### src/rtl/lab_pkg.sv
// lab_pkg: shared types and constants for the gate-lab exerciser
package lab_pkg;
  typedef enum logic [1:0] {IDLE, SETTLE, SAMPLE, DONE} exer_state_t;
  localparam logic [7:0] FN_A_B_OR_C_TT = 8'hE0;
  localparam int VEC_W = 3;
endpackage

### src/rtl/settle_timer.sv
// settle_timer: down-counter that holds each vector for a programmable settle time
module settle_timer (
  input  logic       clk,
  input  logic       rst_n,
  input  logic       load,
  input  logic [3:0] load_val,
  output logic       expired
);
  logic [3:0] cnt;
  // reload on entry to SETTLE, then count down and park at zero
  always_ff @(posedge clk or negedge rst_n)
    if (!rst_n) cnt <= '0;
    else if (load) cnt <= load_val;
    else if (cnt != 4'd0) cnt <= cnt - 4'd1;
  assign expired = cnt == 4'd0;
endmodule

### src/rtl/logic_fn_exerciser.sv
// logic_fn_exerciser: sweeps all {A,B,C} vectors through a circuit and scores F against a truth table
module logic_fn_exerciser import lab_pkg::*; #(
  parameter int         SETTLE_CYCLES = 2,
  parameter logic [7:0] GOLDEN_TT     = FN_A_B_OR_C_TT
) (
  input  logic             clk,
  input  logic             rst_n,
  input  logic             start,
  input  logic             abort,
  input  logic             f_in,
  output logic             a_out,
  output logic             b_out,
  output logic             c_out,
  output logic             busy,
  output logic             done,
  output logic             pass,
  output logic [3:0]       err_cnt,
  output logic             first_fail,
  output logic [VEC_W-1:0] first_fail_vec
);
  exer_state_t state, state_nx;
  logic [VEC_W-1:0] vec;
  logic start_q, expired, last, miss, load, scoring;
  assign last = vec == VEC_W'(7);
  assign miss = f_in != GOLDEN_TT[vec];
  assign scoring = state == SAMPLE && !abort;
  assign load = (state == IDLE && start_q) || (scoring && !last);
  settle_timer u_timer (
    .clk      (clk),
    .rst_n    (rst_n),
    .load     (load),
    .load_val (4'(SETTLE_CYCLES - 1)),
    .expired  (expired)
  );
  // next-state: abort beats everything while the sweep is running
  always_comb begin
    state_nx = state;
    case (state)
      IDLE:    state_nx = start_q ? SETTLE : IDLE;
      SETTLE:  state_nx = abort ? IDLE : expired ? SAMPLE : SETTLE;
      SAMPLE:  state_nx = abort ? IDLE : last ? DONE : SETTLE;
      default: state_nx = IDLE;
    endcase
  end
  // state register; start is registered and only captured while idle, so a
  // pulse landing in any busy cycle (DONE included) is dropped
  always_ff @(posedge clk or negedge rst_n)
    if (!rst_n) begin
      state   <= IDLE;
      start_q <= 1'b0;
    end else begin
      state   <= state_nx;
      start_q <= start && state == IDLE;
    end
  // vector stepping and scoring; results clear only when a sweep is accepted
  always_ff @(posedge clk or negedge rst_n)
    if (!rst_n) begin
      vec            <= '0;
      err_cnt        <= '0;
      first_fail_vec <= '0;
      pass           <= 1'b0;
    end else if (state == IDLE && start_q) begin
      vec            <= '0;
      err_cnt        <= '0;
      first_fail_vec <= '0;
      pass           <= 1'b0;
    end else if (scoring) begin
      if (miss) err_cnt <= err_cnt + 4'd1;
      if (miss && err_cnt == 4'd0) first_fail_vec <= vec;
      if (last) pass <= err_cnt == 4'd0 && !miss;
      else vec <= vec + VEC_W'(1);
    end
  assign first_fail = err_cnt != 4'd0;
  assign busy = state != IDLE;
  assign done = state == DONE;
  assign {a_out, b_out, c_out} = (state == SETTLE || state == SAMPLE) ? vec : '0;
endmodule
### config.mk
export PLATFORM = sky130hd
export DESIGN_NAME = logic_fn_exerciser
export DESIGN_NICKNAME = d
export VERILOG_FILES = /design/src/rtl/lab_pkg.sv /design/src/rtl/settle_timer.sv /design/src/rtl/logic_fn_exerciser.sv
export SDC_FILE = /design/constraint.sdc
export NUM_CORES = 1
export LEC_CHECK = 0
export CAP_MARGIN = 20
export CORE_ASPECT_RATIO = 1.4
export CORE_UTILIZATION = 54
export DETAILED_ROUTE_END_ITERATION = 10
export HOLD_SLACK_MARGIN = 0.02
export PLACE_DENSITY = 0.82
export SKIP_CTS_REPAIR_TIMING = 1
export SYNTH_ARGS = -nofsm -noshare
export SYNTH_HDL_FRONTEND = slang
export SYNTH_SLANG_ARGS = --single-unit
### constraint.sdc
create_clock -name clk -period 3.45 [get_ports clk]
set_input_delay 0.345 -clock clk [delete_from_list [all_inputs] [get_ports clk]]
set_output_delay 0.345 -clock clk [all_outputs]
set_load 0.005 [all_outputs]
==> flow_summary.ini <==
[outcome]
status = complete, but fails checks
violations = DRC

[worst_setup_path]
endpoint_kind = output pin
cp_max_fo = 5
path_class = reg2out
required_ns = 3.11
crit_path_start = err_cnt[0]
critPathLaunchType = register
rr_endpoint = err_cnt[2]
cp_data_arrival_time_ns = 1.81
r2r_cells = 6
r2r_slack_ns = 1.71
r2r_start = vec[0]

[sta]
slew_headroom_pct = 45.4
fin_tns_setup_ns = 0
setup-violations-final = 0
timing.final.hold_violations = 0
worst_pin_slew_ns = 0.817
finalMaxSlewViolations = 0
worst_slack_ns = 1.30
min_period_ns = 2.15
max_freq_ghz = 0.464
period_share_pct = 62.4
rsz0062_at_grt = no
finClkSkew_ns = 0.00220

[finish]
area_growth_pct = 22.3
fin_util_pct = 69.8
final_nets = 144
antenna_cells_inserted = 0
final_cell_mix = 18 x dfrtp_1, 18 x clkdlybuf4s50_1, 11 x a21oi_1, 11 x ha_1, 10 x inv_1
drive_gt1_share_pct = 3.97
final_area_um2 = 1230

[die]
rows = 18
floorplan.die_area_um2 = 2030
die_height_um = 53.0
core_um2 = 1760
die_w_um = 38.4
start_util_pct = 57.1
pin_count = 19

[synthesis]
ys_async_sr_fraction_pct = 100
yosysTopAreaCell = dfrtp_1
ys_ff_latch = 18
synth_edf_count = 0
synth.area.top_cells = dfrtp_1 45%, ha_1 14%, a21oi_1 5.5%, xnor2_1 4.4%, inv_1 3.7%
synth_cells = 106
synth_top_area_share_pct = 44.9
synth_flop_cell = dfrtp_1
synth_nets = 122
ys_seq_area_share_pct = 44.9
avgSynthCellArea_um2 = 9.45
ys_types = 23
syn_area_um2 = 1000
yosysWarnings = 0

[drt]
wire_per_inst_um = 13.3
wl_um = 1950
vias = 818
routed-wl-met3_um = 66
wl_met2_um = 1050
top_layer = met4
routed_via_density = 5.60
drc = 1
dr.pass1.iters = 8
drtIter0Drc = 10
met1_length_um = 747
antenna_left = 0

[clocking]
cts.sinks = 18
cts_tree = yes
clk_pin_slew_ns = 0.09
clockBufferDepth = 2
htree_num_levels = 1
worstSkewPairLatency_ns = 0.29
numCtsBuffers = 3
cts-root-buf = clkbuf_4

[grt]
grt_first_pass_wirelength_um = 3120
grt_max_degree = 19
antenna_found_initial = 0
grt_pass1_vias = 794
grt_overflow = 0
grtUsageTotal_pct = 22.6

[job]
drv_cap = 0

[pwr]
p_leak_nw = 0.548
vdd_drop_max_v = 0.000346
cellPowerDensity_nw_per_um2 = 486

[placement]
dpl-instance-area_um2 = 1200
post-place-ws_ns = 1.55
post-dp-hpwl_um = 1530
io_buffers = 18
gp_congestion = 0.725

[hold_path]
hold_path.class = in2async
-- cell usage after synthesis, types with 3 or more instances --
cell type / n
nand2_1: 8
dfrtp_1: 18
and2_1: 4
nand3_1: 5
ha_1: 11
inv_1: 10
a21oi_1: 11
nor2_1: 8
o21ai_1: 3
nand2b_1: 3
o21ai_0: 6
or3_1: 3
xnor2_1: 5
-- flip-flops by register name, indices dropped and copies added, names as in the netlist --
| register | cells |
|---|---|
| err_cnt | 4 |
| first_fail_vec | 3 |
| pass | 1 |
| start_q | 1 |
| state | 2 |
| u_timer.cnt | 4 |
| vec | 3 |
-- cells by family after synthesis --
group | share of synthesized area, %
AOI/OAI and AO/OA | 11.7
xor gates and xnor gates | 5.24
adders and majority gates | 13.7
buffers and inverters | 4.12
DFF | 44.9
and+or+nand+nor | 20.2
-- layer usage --
metal  global-route usage (%)  up-vias
met5                        0        -
met4                     16.7        0
met3                     3.78       11
met2                     39.8       23
met1                     22.7      387
li1                         -      397
-- final cells by class --
class	count	area, um2
Fill cell	154	531
Multi-Input combinational cell	77	510
Sequential cell	18	450
Timing Repair Buffer	18	180
Inverter	10	37.5
Tap cell	20	25.0
Clock buffer	3	22.5
-- power breakdown --
part	total [mW]	internal, mW	switching, mW
clock	0.101	0.0406	0.0607
combinational	0.217	0.0989	0.118
sequential	0.277	0.248	0.0295
total	0.596	0.387	0.209
-- worst max-delay path by stage --
stage / endpoint / slack [ns] / depth (start not counted)
floorplan: pass / 1.89 / 5
global placement: pass / 1.64 / 5
detailed placement: pass / 1.55 / 5
CTS: first_fail / 1.29 / 4
global route: first_fail / 1.22 / 4
finish: first_fail / 1.30 / 4
-- per-stage QoR --
step	std cells	hold slack [ns]	power [mW]
2_1_floorplan	106	0.0494	0.427
3_3_place_gp	143	0.513	0.488
3_5_place_dp	143	0.533	0.502
4_1_cts	146	0.542	0.604
5_1_grt	146	0.581	0.644
6_report	146	0.518	0.596
-- worst max-delay path: stages, from the launching register on --
cell and delay (ns):
dfrtp_1 0.43, inv_1 0.09, ha_1 0.14, or3b_4 0.39, clkdlybuf4s50_1 0.46
Power figures use the tool's default switching activity.
